$ cat src/rtl/tron_input_ctrl.sv
// Tron input conditioner: synchronizes and debounces BTN/SW, edge-detects them,
// and runs the game-control FSM and per-player heading registers.
module tron_input_ctrl #(
    parameter int unsigned DEBOUNCE_CYCLES = 400_000,
    parameter int unsigned CNT_W           = $clog2(DEBOUNCE_CYCLES + 1)
) (
    input  logic        clk,
    input  logic        reset,
    input  logic [3:0]  BTN,
    input  logic [15:0] SW,
    input  logic        crash,
    output logic [1:0]  p1_dir,
    output logic [1:0]  p2_dir,
    output logic        p1_turn,
    output logic        p2_turn,
    output logic        game_clear,
    output logic        running
);

    localparam int unsigned NIN = 20;

    localparam logic [1:0] ST_IDLE  = 2'd0;
    localparam logic [1:0] ST_RUN   = 2'd1;
    localparam logic [1:0] ST_PAUSE = 2'd2;
    localparam logic [1:0] ST_OVER  = 2'd3;

    localparam logic [1:0] DIR_RIGHT = 2'b01;
    localparam logic [1:0] DIR_LEFT  = 2'b11;

    logic [NIN-1:0]   raw;
    logic [NIN-1:0]   meta_q;
    logic [NIN-1:0]   sync_q;
    logic [NIN-1:0]   deb_q;
    logic [NIN-1:0]   deb_d;
    logic [CNT_W-1:0] cnt_q [NIN];
    logic [CNT_W-1:0] cnt_d [NIN];

    // Edge detect only on consumed inputs: {p1 nibble, p2 nibble, start, pause, clear}
    logic [10:0] used_d;
    logic [10:0] used_dq_q;
    logic [10:0] rise;

    logic [1:0] state_q, state_d;
    logic [1:0] p1_dir_q, p1_dir_d, p2_dir_q, p2_dir_d;
    logic       p1_turn_q, p1_turn_d, p2_turn_q, p2_turn_d;
    logic       clear_q, clear_d, running_q, running_d;
    logic [2:0] h1, h2;

    assign raw    = {SW, BTN};
    assign used_d = {deb_q[19:16], deb_q[7:4], deb_q[3], deb_q[2], deb_q[0]};
    assign rise   = used_d & ~used_dq_q;

    always_comb begin
        for (int unsigned i = 0; i < NIN; i++) begin
            deb_d[i] = deb_q[i];
            cnt_d[i] = '0;
            if (sync_q[i] != deb_q[i]) begin
                if (cnt_q[i] == CNT_W'(DEBOUNCE_CYCLES - 1)) begin
                    deb_d[i] = sync_q[i];
                end else begin
                    cnt_d[i] = cnt_q[i] + CNT_W'(1);
                end
            end
        end
    end

    // Returns {turn, new_dir}; nibble bit3..0 = UP, RIGHT, DOWN, LEFT
    function automatic logic [2:0] next_heading(input logic [3:0] rise_n, input logic [1:0] dir);
        logic [3:0] blocked;
        logic [3:0] cand;
        blocked = (4'b1000 >> dir) | (4'b1000 >> (dir ^ 2'b10));
        cand    = rise_n & ~blocked;
        if (cand[3])      next_heading = 3'b1_00;
        else if (cand[2]) next_heading = 3'b1_01;
        else if (cand[1]) next_heading = 3'b1_10;
        else if (cand[0]) next_heading = 3'b1_11;
        else              next_heading = {1'b0, dir};
    endfunction

    assign h1 = next_heading(rise[10:7], p1_dir_q);
    assign h2 = next_heading(rise[6:3], p2_dir_q);

    always_comb begin
        state_d   = state_q;
        p1_dir_d  = p1_dir_q;
        p2_dir_d  = p2_dir_q;
        p1_turn_d = 1'b0;
        p2_turn_d = 1'b0;
        clear_d   = 1'b0;
        if (rise[0]) begin
            state_d  = ST_IDLE;
            clear_d  = 1'b1;
            p1_dir_d = DIR_RIGHT;
            p2_dir_d = DIR_LEFT;
        end else begin
            case (state_q)
                ST_IDLE:  if (rise[2]) state_d = ST_RUN;
                ST_RUN: begin
                    if (crash) begin
                        state_d = ST_OVER;
                    end else if (rise[1]) begin
                        state_d = ST_PAUSE;
                    end else begin
                        p1_dir_d  = h1[1:0];
                        p1_turn_d = h1[2];
                        p2_dir_d  = h2[1:0];
                        p2_turn_d = h2[2];
                    end
                end
                ST_PAUSE: if (rise[1]) state_d = ST_RUN;
                default:  state_d = state_q;
            endcase
        end
        running_d = (state_d == ST_RUN);
    end

    always_ff @(posedge clk or posedge reset) begin
        if (reset) begin
            meta_q    <= '0;
            sync_q    <= '0;
            deb_q     <= '0;
            used_dq_q <= '0;
            for (int unsigned i = 0; i < NIN; i++) cnt_q[i] <= '0;
            state_q   <= ST_IDLE;
            p1_dir_q  <= DIR_RIGHT;
            p2_dir_q  <= DIR_LEFT;
            p1_turn_q <= 1'b0;
            p2_turn_q <= 1'b0;
            clear_q   <= 1'b0;
            running_q <= 1'b0;
        end else begin
            meta_q    <= raw;
            sync_q    <= meta_q;
            deb_q     <= deb_d;
            used_dq_q <= used_d;
            cnt_q     <= cnt_d;
            state_q   <= state_d;
            p1_dir_q  <= p1_dir_d;
            p2_dir_q  <= p2_dir_d;
            p1_turn_q <= p1_turn_d;
            p2_turn_q <= p2_turn_d;
            clear_q   <= clear_d;
            running_q <= running_d;
        end
    end

    assign p1_dir     = p1_dir_q;
    assign p2_dir     = p2_dir_q;
    assign p1_turn    = p1_turn_q;
    assign p2_turn    = p2_turn_q;
    assign game_clear = clear_q;
    assign running    = running_q;

endmodule

$ cat config.mk
export PLATFORM = sky130hd
export DESIGN_NAME = tron_input_ctrl
export DESIGN_NICKNAME = d
export VERILOG_FILES = /design/src/rtl/tron_input_ctrl.sv
export SDC_FILE = /design/constraint.sdc
export NUM_CORES = 1
export LEC_CHECK = 0
export ABC_AREA = 1
export BUFFER_PORTS_ARGS = -buffer_cell sky130_fd_sc_hd__buf_2
export CORE_MARGIN = 2
export CORE_UTILIZATION = 45
export CTS_CLUSTER_DIAMETER = 200
export DETAILED_ROUTE_END_ITERATION = 10
export PLACE_DENSITY = 0.68
export SLEW_MARGIN = 20
export SYNTH_ARGS = -nofsm -noshare
export SYNTH_HDL_FRONTEND = slang
export SYNTH_SLANG_ARGS = --single-unit
$ cat constraint.sdc
create_clock -name clk -period 12.8 [get_ports clk]
set_input_delay 3.2 -clock clk [delete_from_list [all_inputs] [get_ports clk]]
set_output_delay 3.2 -clock clk [all_outputs]
set_load 0.1 [all_outputs]
---- Word-level counts from Yosys, hierarchy flattened ----
Cells that the tools add are included.
cells by class
  $add $sub $neg .......................... 11
  multipliers ............................. 0
  div/mod/pow operators ................... 0
  order comparisons ....................... 0
  equality and inequality tests ........... 27
  shift-type cells ........................ 4
  muxes and demuxes ....................... 53
  bitwise operators ....................... 10
  reductions and logical operators ........ 17
operators with widths
  cell                     number
  $mux W19                 22
  $add A19 B1 Y19 const B  11
  $eq A19 B19 Y1 const B   11
  $mux W2                  13
  $mux W3                  8
  $reduce_and A2 Y1        11
  $shr A4 B2 Y4 const A    4
  $and A11 B11 Y11         1
  $ne A1 B1 Y1             11
  $not A11 Y11             1
  $reduce_bool A5 Y1       2
  $mux W1                  9
  $and A4 B4 Y4            2
  $not A4 Y4               2
  $or A4 B4 Y4             2
  $reduce_and A4 Y1        2
  $pmux W2 S3              1
  $eq A2 B1 Y1 const B     2
  $eq A2 B2 Y1 const B     1
  $logic_not A2 Y1         1
  $ne A2 B1 Y1 const B     1
  $ne A2 B2 Y1 const B     1
  $not A1 Y1               2
  $reduce_bool A2 Y1       1
word-level totals
  register bits after elaboration ......... 281
  latch bits .............................. 0
  RAM bits ................................ 0
  memory bits (read-only) ................. 0
  bits of input ports ..................... 23
  output and inout bits ................... 8
  word-level logic and storage cells ...... 154
  memories ................................ 0

---- Depth between registers and ports, before layout ----
Gate-level depths: netlist (run 1).
  word-level depth ........................ 13
  mapped depth ............................ 9
  mapped depth without buffers ............ 9

---- Worst setup path after synthesis (run 1) ----
No wires, ideal clock.
  kind .................................... register -> output
  from .................................... register p1_dir_q[1] (netlist: p1_dir[1])
  to ...................................... output p1_dir[1]
  data arrival time ....................... 0.898 ns
  required time ........................... 9.600 ns
  path slack .............................. 8.702 ns
  cell stages (with the launch flop) ...... 1
  buffers on the path ..................... 0
  cell sequence ........................... dfrtp_1
RTL lines
  element                   line  source
  start: declaration        44    logic [1:0] p1_dir_q, p1_dir_d, p2_dir_q, p2_dir_d;
  start signal: assignment  138   p1_dir_q <= p1_dir_d;
  end: declaration          12    output logic [1:0] p1_dir,
No word-level cell between the ends.

==> metrics.csv, run 1 <==
stage,metric,value,unit
outcome,result of the run,"finished, final reports clean",
final_layout,Post-Layout Cell Count,2051,
clock_tree,number of buffers inserted to repair setup after CTS,0,
drt,Detailed Route Iter0 Violations,408,
worst_setup_path,arrival time reported for the critical path endpoint,5.58,ns
sta,Total Negative Setup Slacks,0,ns
synthesis,mean cell area of the mapped netlist,8.214,sq um
worst_setup_path,destination of the worst register-to-register timing path,cnt_q[37],
worst_setup_path,number of buffers and inverters on the critical path,4,
clock_tree,Clock Path Buffers,3,
clock_tree,total of hold buffers inserted after clock tree synthesis,0,
synthesis,total number of yosys warnings,0,
drt,post-detailed-route wirelength per cell,11.93,microns
global_routing,Total GRT Usage,16.62,%
placed_design,pre-CTS setup slack,7.023,ns
synthesis,net count after synthesis,1623,
drt,Residual DRC,0,
power_and_ir_drop,maximum vdd ir drop,0.1023,mV
worst_setup_path,maximum fanout along the worst path,128,
worst_setup_path,critical path class,in -> async,
power_and_ir_drop,Comb pwr share,2.9,%
sta,minimum clock period after layout,4.981,ns
clock_tree,CTS HTree Levels,1,
die,Die Footprint,30380,sq um
placed_design,detailed placement HPWL,17040,microns
sta,fin worst setup slack,7.819,ns
synthesis,Post-synth ARST share,100.0,%
sta,Slew Limit Fails,0,
worst_setup_path,crit path max-delay cell type,sky130_fd_sc_hd__buf_4,
die,chip width,174.3,microns
clock_tree,clock latency of the later-clocked register in the worst-skew pair,0.56,ns
clock_tree,Post-CTS Resized,0,
worst_setup_path,"Critical Path, Cell by Cell",buf_2 -> inv_8 -> buf_4 -> buf_4,
clock_tree,TritonCTS Buffers,30,
job,max cap viols,0,
synthesis,number of synthesized register bits,263,
clock_tree,Sinks on Clock Net,263,
final_layout,Area growth syn-to-layout,12.84,%
power_and_ir_drop,switch share,21.23,%
sta,setup repair after global routing missed its margin,false,
synthesis,number of flops mapped to enable cells by yosys,0,
synthesis,largest cells by area after synthesis,"sky130_fd_sc_hd__dfrtp_1, sky130_fd_sc_hd__nor2_1, sky130_fd_sc_hd__nand2_1",
die,total I/O pin count,31,
synthesis,leading cell type by number of instances after synthesis,sky130_fd_sc_hd__nor2_1,
worst_setup_path,required time reported for the critical path endpoint,13.40,ns
global_routing,via count of the first global-routing pass,9801,
global_routing,total gr overflow,0,
worst_setup_path,family of cells with the greatest summed delay on the critical path,buffers and inverters,
synthesis,cell types with the highest counts after synthesis,"sky130_fd_sc_hd__nor2_1, sky130_fd_sc_hd__nand2_1, sky130_fd_sc_hd__dfrtp_1, sky130_fd_sc_hd__inv_1, sky130_fd_sc_hd__xor2_1",
hold_path,start point of the worst min-delay path,meta_q[0],
synthesis,fraction of the yosys area taken by sequential cells,50.46,%
worst_setup_path,critical path endpoint category,asynchronous set/reset pin,
sta,relative slew slack,35.30,%
drt,Via-to-Cell Ratio,4.837,
drt,remaining number of nets flagged by the antenna check after routing,0,
synthesis,top-area cell type share of the netlist area,49.85,%
placed_design,RePlAce Congestion,0.8777,
synthesis,biggest area consumer among synthesized cells,sky130_fd_sc_hd__dfrtp_1,
placed_design,cell count after placement,1995,
die,FP Rows,62,
worst_setup_path,most common cell type on the critical path,sky130_fd_sc_hd__buf_4,
synthesis,netlist area before placement,13050,sq um
sta,number of setup violations in the final report,0,
drt,drt first pass iters,4,
clock_tree,clock input transition at the sequential cells of the worst setup and hold paths,0.06,ns
die,Die Y-Extent,174.3,microns
power_and_ir_drop,relative contribution of sequential cells to total power,47.2,%
sta,worst clock skew,0.01406,ns
synthesis,Main synth FF type,sky130_fd_sc_hd__dfrtp_1,
worst_setup_path,setup slack on the worst flop-to-flop path,11.08,ns
synthesis,number of standard cells after synthesis,1589,
synthesis,Netlist cell types,34,
final_layout,proportion of layout cells with a drive suffix above 1,9.298,%
power_and_ir_drop,switching power total,383.8,uW
clock_tree,clock tree from TritonCTS,yes,
die,core area,28630,sq um
worst_setup_path,startpoint kind of the worst setup timing path,input pin,
power_and_ir_drop,Overall Power,1807,uW
worst_setup_path,longest individual stage delay on the worst path,0.88,ns
power_and_ir_drop,Int Pwr,1424,uW
power_and_ir_drop,power density cells,122.7,nW/um^2
worst_setup_path,startpoint of the most critical register-to-register path,cnt_q[19],
global_routing,first-pass GRT wire length,43170,microns
drt,Detailed Route WL,24460,microns
die,Initial Util,45.59,%
clock_tree,clock root cell,sky130_fd_sc_hd__clkbuf_16,
power_and_ir_drop,static power due to leakage,0.006520,uW
sta,Hold Fails Final Rpt,0,
sta,slew of the pin with the lowest slew margin,0.9705,ns
sta,final worst path period share,38.91,%
power_and_ir_drop,clock share of power,49.9,%
worst_setup_path,r2r worst-path depth,8,
final_layout,Total Nets Final,1677,
hold_path,type of the tightest min-delay check,reg -> reg,
hold_path,number of cells traversed by the worst hold path,0,
placed_design,buffers added on ports,21,
hold_path,Hold EP,sync_q[0],
final_layout,antenna diode count,0,
sta,maximum operating frequency,0.2008,GHz
drt,total via count after detailed routing,9921,
global_routing,initial antenna violation count,2,
global_routing,pin count of the biggest net entering global routing,129,
[through the flow]
step / hold slack [ns] / area [sq um] / util (%)
5_1_grt: 0.3533 / 14730 / 51.45
3_3_place_gp: 0.3325 / 13650 / 47.69
3_5_place_dp: 0.3378 / 13650 / 47.69
6_report: 0.3490 / 14730 / 51.45
2_1_floorplan: 0.3312 / 13050 / -
4_1_cts: 0.3490 / 14730 / 51.45
[state kept, by name (all words and copies together), names as in the netlist]
register / cells
used_dq_q: 11
p2_dir: 2
game_clear: 1
deb_q: 11
state_q: 2
p1_dir: 2
cnt_q: 209
running: 1
sync_q: 11
p1_turn: 1
meta_q: 11
p2_turn: 1
[layer usage]
metal  share of wire [%]  global-route usage (%)
met5                   0                       0
met4                 2.6                   5.077
met3                 4.0                   2.931
met2                  46                   27.96
met1                  47                   21.95
[cell usage in the layout (no fill, tap or decap), types with 27 or more instances in the layout]
master | Yosys | final
sky130_fd_sc_hd__clkbuf_16 | 0 | 30
sky130_fd_sc_hd__dfrtp_1 | 260 | 260
sky130_fd_sc_hd__inv_1 | 143 | 142
sky130_fd_sc_hd__nand2_1 | 329 | 329
sky130_fd_sc_hd__nand3_1 | 82 | 82
sky130_fd_sc_hd__nand4_1 | 27 | 27
sky130_fd_sc_hd__nor2_1 | 420 | 420
sky130_fd_sc_hd__o21ai_0 | 32 | 32
sky130_fd_sc_hd__xnor2_1 | 34 | 34
sky130_fd_sc_hd__xor2_1 | 100 | 100
[worst max path at each step]
stage                endpoint  slack, ns  cells after the start  start
floorplan            cnt_q[0]       2.36                      1  reset
global placement    cnt_q[66]       7.06                      4  reset
CTS                 cnt_q[66]       7.60                      4  reset
finish               cnt_q[4]       7.82                      4  reset
detailed placement  cnt_q[67]       7.02                      4  reset
global route         cnt_q[4]       7.32                      4  reset
[logic make-up (layout without fill, tap and decap cells)]
| logic type | count (synthesis) | in the layout | synth area share, % |
|---|---|---|---|
| adder cells (fa/ha/maj) | 11 | 11 | 1.055 |
| flip-flops | 263 | 263 | 50.46 |
| AND/OR/NAND/NOR | 957 | 957 | 31.88 |
| XOR/XNOR | 135 | 135 | 9.117 |
| AO/OA/AOI/OAI | 74 | 74 | 3.183 |
| buffers and inverters | 149 | 227 | 4.314 |
[power by group through the flow]
stage	registers, uW	logic, uW	clock network, uW
global route	854	61.5	965
global placement	867	52.7	0
finish	853	51.9	902
CTS	853	54.6	927
floorplan	866	39.4	0
detailed placement	868	54.1	0
[cell type report]
cell class	count	area, sq um
Clock inverter	12	171.4
Sequential cell	263	6585
Tap cell	384	480.5
Fill cell	2652	13900
Multi-Input combinational cell	1177	5903
Inverter	148	563.0
Timing Repair Buffer	23	120.1
Clock buffer	44	903.4
No activity file was read; power rests on OpenSTA's default activity.
==> run 2: changes to the inputs <==
==> constraint.sdc (replaced) <==
create_clock -name clk -period 5 [get_ports clk]
set_input_delay 1.25 -clock clk [delete_from_list [all_inputs] [get_ports clk]]
set_output_delay 1.25 -clock clk [all_outputs]
set_load 0.1 [all_outputs]
==> run 2 against run 1 <==
Worst hold slack worse by 0.0057 ns. Clock power up 140%. Core utilization decreased by 0.18 points. Clock skew rose by 0.00096 ns. Non-clock buffer count rose by 1. Global-route usage barely moved. Die area did not move. Sequential power rose to 2.6 times the previous value.
==> metrics.csv, run 2 (synthesis gave the netlist of run 1 again) <==
stage,metric,value,unit,change
outcome,result of the run,"finished, final reports clean",,
die,chip width,174.3,microns,unchanged
drt,Detail Route met2 WL,11220,microns,-0.61%
clock_tree,total of hold buffers inserted after clock tree synthesis,0,,unchanged
sta,fin worst setup slack,2.202,ns,-5.617 ns
drt,Detailed Route WL,24280,microns,-0.74%
hold_path,start point of the worst min-delay path,meta_q[18],,
final_layout,antenna diode count,0,,unchanged
sta,number of setup violations in the final report,0,,unchanged
placed_design,RePlAce Congestion,0.8457,,-3.6%
clock_tree,Clock Path Buffers,3,,unchanged
worst_setup_path,maximum fanout along the worst path,5,,-96%
die,FP Rows,62,,unchanged
die,Die Footprint,30380,sq um,unchanged
final_layout,core utilization of the finished layout,51.27,%,-0.18 points
power_and_ir_drop,power density cells,308.0,nW/um^2,+150%
drt,drt first pass iters,6,,+2
final_layout,proportion of layout cells with a drive suffix above 1,9.140,%,-0.16 points
die,core area,28630,sq um,unchanged
worst_setup_path,critical path launch point,p1_dir[0],,
final_layout,Area growth syn-to-layout,12.44,%,
drt,max layer used,met4,,
power_and_ir_drop,static power due to leakage,0.006484,uW,-0.54%
sta,relative slew slack,58.14,%,+23 points
drt,remaining number of nets flagged by the antenna check after routing,0,,unchanged
sta,worst clock skew,0.01502,ns,+0.0009620 ns
final_layout,Largest register FFs,209,,unchanged
sta,setup repair after global routing missed its margin,false,,
job,max cap viols,0,,unchanged
sta,Slew Limit Fails,0,,unchanged
placed_design,placed instance area,13680,sq um,+0.21%
sta,final worst path period share,55.96,%,
clock_tree,number of buffers inserted to repair setup after CTS,0,,unchanged
sta,minimum clock period after layout,2.798,ns,
worst_setup_path,arrival time reported for the critical path endpoint,1.55,ns,-4.03 ns
power_and_ir_drop,maximum vdd ir drop,0.2164,mV,+110%
drt,total via count after detailed routing,9808,,-1.1%
global_routing,pin count of the biggest net entering global routing,122,,-5.4%
global_routing,total gr overflow,0,,unchanged
placed_design,pre-CTS setup slack,2.763,ns,-4.260 ns
sta,worst slack on hold paths,0.3433,ns,-0.005693 ns
worst_setup_path,longest individual stage delay on the worst path,0.57,ns,-0.31 ns
die,Die Y-Extent,174.3,microns,unchanged
clock_tree,clock tree from TritonCTS,yes,,
sta,Hold Fails Final Rpt,0,,unchanged
drt,detailed-routed wire length on met3,740,microns,-25%
drt,Residual DRC,0,,unchanged
worst_setup_path,number of buffers and inverters on the critical path,1,,-3
drt,Via-to-Cell Ratio,4.791,,-0.95%
worst_setup_path,family of cells with the greatest summed delay on the critical path,flip-flops,,
hold_path,type of the tightest min-delay check,reg -> reg,,
drt,Detailed Route Iter0 Violations,609,,+49%
global_routing,via count of the first global-routing pass,9575,,-2.3%
die,Initial Util,45.59,%,unchanged
die,total I/O pin count,31,,unchanged
placed_design,buffers added on ports,21,,unchanged
clock_tree,CTS HTree Levels,1,,unchanged
worst_setup_path,crit path max-delay cell type,sky130_fd_sc_hd__dfstp_2,,
clock_tree,Sinks on Clock Net,263,,unchanged
clock_tree,clock root cell,sky130_fd_sc_hd__clkbuf_16,,
worst_setup_path,critical path class,reg -> out,,
worst_setup_path,required time reported for the critical path endpoint,3.75,ns,-9.65 ns
worst_setup_path,startpoint kind of the worst setup timing path,flop,,
drt,post-detailed-route wirelength per cell,11.86,microns,-0.55%
final_layout,"Design Area, Final",14680,sq um,-0.35%
worst_setup_path,setup slack on the worst flop-to-flop path,3.33,ns,-7.75 ns
drt,detailed-routing wirelength on met1,11790,microns,+2.0%
clock_tree,Post-CTS Resized,0,,unchanged
worst_setup_path,critical path endpoint category,output port,,
worst_setup_path,"Critical Path, Cell by Cell",buf_2,,
worst_setup_path,startpoint of the most critical register-to-register path,cnt_q[19],,
clock_tree,TritonCTS Buffers,28,,-6.7%
final_layout,Total Nets Final,1676,,-0.060%
global_routing,Total GRT Usage,16.61,%,about the same
sta,Total Negative Setup Slacks,0,ns,unchanged
placed_design,detailed placement HPWL,16990,microns,-0.28%
sta,slew of the pin with the lowest slew margin,0.6278,ns,-0.3427 ns
final_layout,"top library cells by usage in the layout, fill and taps aside","sky130_fd_sc_hd__nor2_1, sky130_fd_sc_hd__nand2_1, sky130_fd_sc_hd__dfrtp_1",,
clock_tree,clock latency of the later-clocked register in the worst-skew pair,0.54,ns,-0.02 ns
final_layout,fillcell total,2667,,+0.57%
final_layout,"most common cell after layout, fill and taps aside",sky130_fd_sc_hd__nor2_1,,
final_layout,top register by number of flip-flops,cnt_q,,
global_routing,initial antenna violation count,0,,-2
clock_tree,clock input transition at the sequential cells of the worst setup and hold paths,0.06,ns,about the same
sta,maximum operating frequency,0.3574,GHz,
global_routing,first-pass GRT wire length,43260,microns,+0.19%
[run 2: cell count changes in the layout (fill, tap and decap cells not counted), sizes merged]
cell	before	now
bufinv	4	5
buf	23	24
inv	147	146
clkbuf	44	36
clkinv	9	10
clkinvlp	0	2
[run 2: stage by stage]
| stage | power [uW] | instances |
|---|---|---|
| 5_1_grt | 4705 | 2047 |
| 3_5_place_dp | 2364 | 1996 |
| 2_1_floorplan | 2318 | 1589 |
| 4_1_cts | 4592 | 2047 |
| 3_3_place_gp | 2359 | 1996 |
| 6_report | 4520 | 2047 |
[run 2: per-layer routing]
| layer | GRT usage [%] | vias to the layer above |
|---|---|---|
| li1 | - | 5082 |
| met1 | 23.17 | 4575 |
| met2 | 27.55 | 112 |
| met3 | 2.187 | 39 |
| met4 | 4.132 | 0 |
| met5 | 0 | - |
[run 2: cell type report]
cell class | instances | area [sq um] | share of cell area, %
flip-flops and latches | 263 | 6585 | 44.87
multi-input cells | 1177 | 5903 | 40.23
clock buffers | 36 | 780.7 | 5.320
inverters | 148 | 559.3 | 3.811
well taps | 384 | 480.5 | 3.274
clock inverters | 15 | 214.0 | 1.458
repair buffers | 24 | 152.6 | 1.040
[run 2: final timing paths]
path | cells past startpoint | to
min | 0 | sync_q[18]
max in group asynchronous | 3 | cnt_q[281]
min in group asynchronous | 2 | cnt_q[365]
max | 1 | p1_dir[0]
min reg2reg | 0 | sync_q[18]
max reg2reg | 8 | cnt_q[33]
[run 2: power breakdown]
group          leakage (uW)  switching, uW  internal (uW)
clock network      0.000494            844           1360
logic               0.00240           98.6           36.9
registers           0.00359           23.7           2160
==> run 3: changes to the inputs <==
==> constraint.sdc (replaced) <==
create_clock -name clk -period 2.65 [get_ports clk]
set_input_delay 0.6625 -clock clk [delete_from_list [all_inputs] [get_ports clk]]
set_output_delay 0.6625 -clock clk [all_outputs]
set_load 0.1 [all_outputs]
==> run 3 against run 2 <==
Non-clock buffer count rose by 5. Routed wire length down 0.29%. Clock power rose by 79%. Global-route usage decreased by 0.15 points. Critical endpoint unchanged. Sequential share of layout area about the same. Setup slack worse by 1.8 ns. Power grew 84%. Largest cell class unchanged. Combinational power is 98% higher. Final cell count grew 0.29%. Critical path type unchanged. Die area unchanged. Register-to-register slack worse by 2.3 ns.
==> metrics.csv, run 3 (synthesis gave the netlist of run 1 again) <==
stage,metric,value,unit,change
outcome,result of the run,"finished, final reports clean",,
global_routing,total gr overflow,0,,unchanged
drt,post-detailed-route wirelength per cell,11.79,microns,-0.58%
global_routing,pin count of the biggest net entering global routing,76,,-38%
die,FP Rows,62,,unchanged
die,chip width,174.3,microns,unchanged
sta,fin worst setup slack,0.4398,ns,-1.762 ns
worst_setup_path,critical path class,reg -> out,,
power_and_ir_drop,switching power total,1832,uW,+90%
clock_tree,clock input transition at the sequential cells of the worst setup and hold paths,0.06,ns,about the same
placed_design,buffers added on ports,21,,unchanged
power_and_ir_drop,Overall Power,8327,uW,+84%
final_layout,"top library cells by usage in the layout, fill and taps aside","sky130_fd_sc_hd__nor2_1, sky130_fd_sc_hd__nand2_1, sky130_fd_sc_hd__dfrtp_1",,
global_routing,Total GRT Usage,16.47,%,-0.15 points
clock_tree,clock latency of the later-clocked register in the worst-skew pair,0.55,ns,about the same
clock_tree,clock root cell,sky130_fd_sc_hd__clkbuf_16,,
die,Die Footprint,30380,sq um,unchanged
clock_tree,clock tree from TritonCTS,yes,,
global_routing,via count of the first global-routing pass,9553,,-0.23%
power_and_ir_drop,relative contribution of sequential cells to total power,49.5,%,+1.2 points
worst_setup_path,"Critical Path, Cell by Cell",buf_2,,
power_and_ir_drop,static power due to leakage,0.006488,uW,about the same
power_and_ir_drop,switch share,22.00,%,+0.63 points
drt,Via-to-Cell Ratio,4.850,,+1.2%
worst_setup_path,number of buffers and inverters on the critical path,1,,unchanged
final_layout,Largest register FFs,209,,unchanged
power_and_ir_drop,maximum vdd ir drop,0.4646,mV,+110%
sta,Slew Limit Fails,0,,unchanged
clock_tree,TritonCTS Buffers,29,,+3.6%
global_routing,first-pass GRT wire length,43050,microns,-0.48%
power_and_ir_drop,Int Pwr,6494,uW,+83%
worst_setup_path,crit path max-delay cell type,sky130_fd_sc_hd__dfstp_2,,
worst_setup_path,required time reported for the critical path endpoint,1.99,ns,-1.76 ns
worst_setup_path,family of cells with the greatest summed delay on the critical path,flip-flops,,
sta,slew of the pin with the lowest slew margin,0.4988,ns,-0.1290 ns
final_layout,Total Nets Final,1682,,+0.36%
power_and_ir_drop,clock share of power,47.3,%,-1.4 points
worst_setup_path,startpoint kind of the worst setup timing path,flop,,
global_routing,initial antenna violation count,0,,unchanged
sta,Hold Fails Final Rpt,0,,unchanged
sta,final worst path period share,83.40,%,
worst_setup_path,arrival time reported for the critical path endpoint,1.55,ns,about the same
clock_tree,total of hold buffers inserted after clock tree synthesis,0,,unchanged
clock_tree,number of buffers inserted to repair setup after CTS,0,,unchanged
die,core area,28630,sq um,unchanged
die,Die Y-Extent,174.3,microns,unchanged
worst_setup_path,startpoint of the most critical register-to-register path,cnt_q[361],,
drt,Detailed Route WL,24210,microns,-0.29%
clock_tree,Post-CTS Resized,0,,unchanged
clock_tree,CTS HTree Levels,1,,unchanged
clock_tree,Sinks on Clock Net,263,,unchanged
worst_setup_path,maximum fanout along the worst path,5,,unchanged
drt,Detailed Route Iter0 Violations,553,,-9.2%
sta,minimum clock period after layout,2.210,ns,
sta,number of setup violations in the final report,0,,unchanged
final_layout,fillcell total,2656,,-0.41%
power_and_ir_drop,power density cells,566.9,nW/um^2,+84%
final_layout,proportion of layout cells with a drive suffix above 1,9.347,%,+0.21 points
placed_design,pre-CTS setup slack,0.9923,ns,-1.770 ns
sta,relative slew slack,66.98,%,+8.8 points
final_layout,antenna diode count,0,,unchanged
final_layout,"most common cell after layout, fill and taps aside",sky130_fd_sc_hd__nor2_1,,
sta,worst clock skew,0.02320,ns,+0.008185 ns
placed_design,RePlAce Congestion,0.8600,,+1.7%
drt,Residual DRC,0,,unchanged
job,max cap viols,0,,unchanged
drt,drt first pass iters,5,,-1
power_and_ir_drop,Comb pwr share,3.2,%,+0.2 points
sta,setup repair after global routing missed its margin,false,,
die,Initial Util,45.59,%,unchanged
hold_path,type of the tightest min-delay check,in -> async,,
worst_setup_path,critical path endpoint category,output port,,
worst_setup_path,longest individual stage delay on the worst path,0.57,ns,about the same
placed_design,detailed placement HPWL,17420,microns,+2.6%
die,total I/O pin count,31,,unchanged
final_layout,top register by number of flip-flops,cnt_q,,
sta,maximum operating frequency,0.4525,GHz,
final_layout,Area growth syn-to-layout,12.54,%,about the same
drt,remaining number of nets flagged by the antenna check after routing,0,,unchanged
drt,total via count after detailed routing,9958,,+1.5%
placed_design,cell count after placement,2001,,+0.25%
clock_tree,Clock Path Buffers,3,,unchanged
final_layout,Post-Layout Cell Count,2053,,+0.29%
worst_setup_path,critical path launch point,p1_dir[0],,
[run 3: path summary, 6_finish.rpt]
check	endpoint	slack, ns	depth (start not counted)
max in group asynchronous	used_dq_q[10]	1.63	4
max reg2reg	cnt_q[372]	0.99	6
min in group clk	meta_q[3]	0.21	1
min reg2reg	sync_q[4]	0.35	0
max	p1_dir[0]	0.44	1
min	meta_q[0]	0.12	2
[run 3: stage by stage]
step           setup TNS [ns]  hold slack [ns]  util [%]  instance area (sq um)
2_1_floorplan         -386.38           0.3312         -                  13060
3_3_place_gp                0           0.3339     48.01                  13740
3_5_place_dp                0           0.3387     48.01                  13740
4_1_cts                     0           0.1122     51.31                  14690
5_1_grt                     0           0.1404     51.31                  14690
6_report                    0           0.1179     51.31                  14690
[run 3: layout make-up]
cell class	instances	area (sq um)	share of cell area (%)
clock buffer	39	813.3	5.537
multi-input combinational	1177	5903	40.19
sequential	263	6585	44.83
inverter	148	559.3	3.808
tap	384	480.5	3.271
timing repair buffer	29	215.2	1.465
clock inverter	13	131.4	0.8945
[run 3: per-layer routing]
metal / vias to the layer above / wire, microns / track usage, %
met4: 0 / 412 / 4.027
li1: 5093 / - / -
met2: 119 / 11000 / 27.15
met1: 4716 / 12110 / 23.27
met5: - / 0 / 0
met3: 30 / 696 / 1.925
[run 3: power groups by stage]
stage	logic (uW)	clock network (uW)	registers (uW)
after floorplan	191	0	4180
after global placement	273	0	4190
after detailed placement	277	0	4190
after CTS	280	4060	4120
after global routing	313	4210	4120
final	269	3940	4120
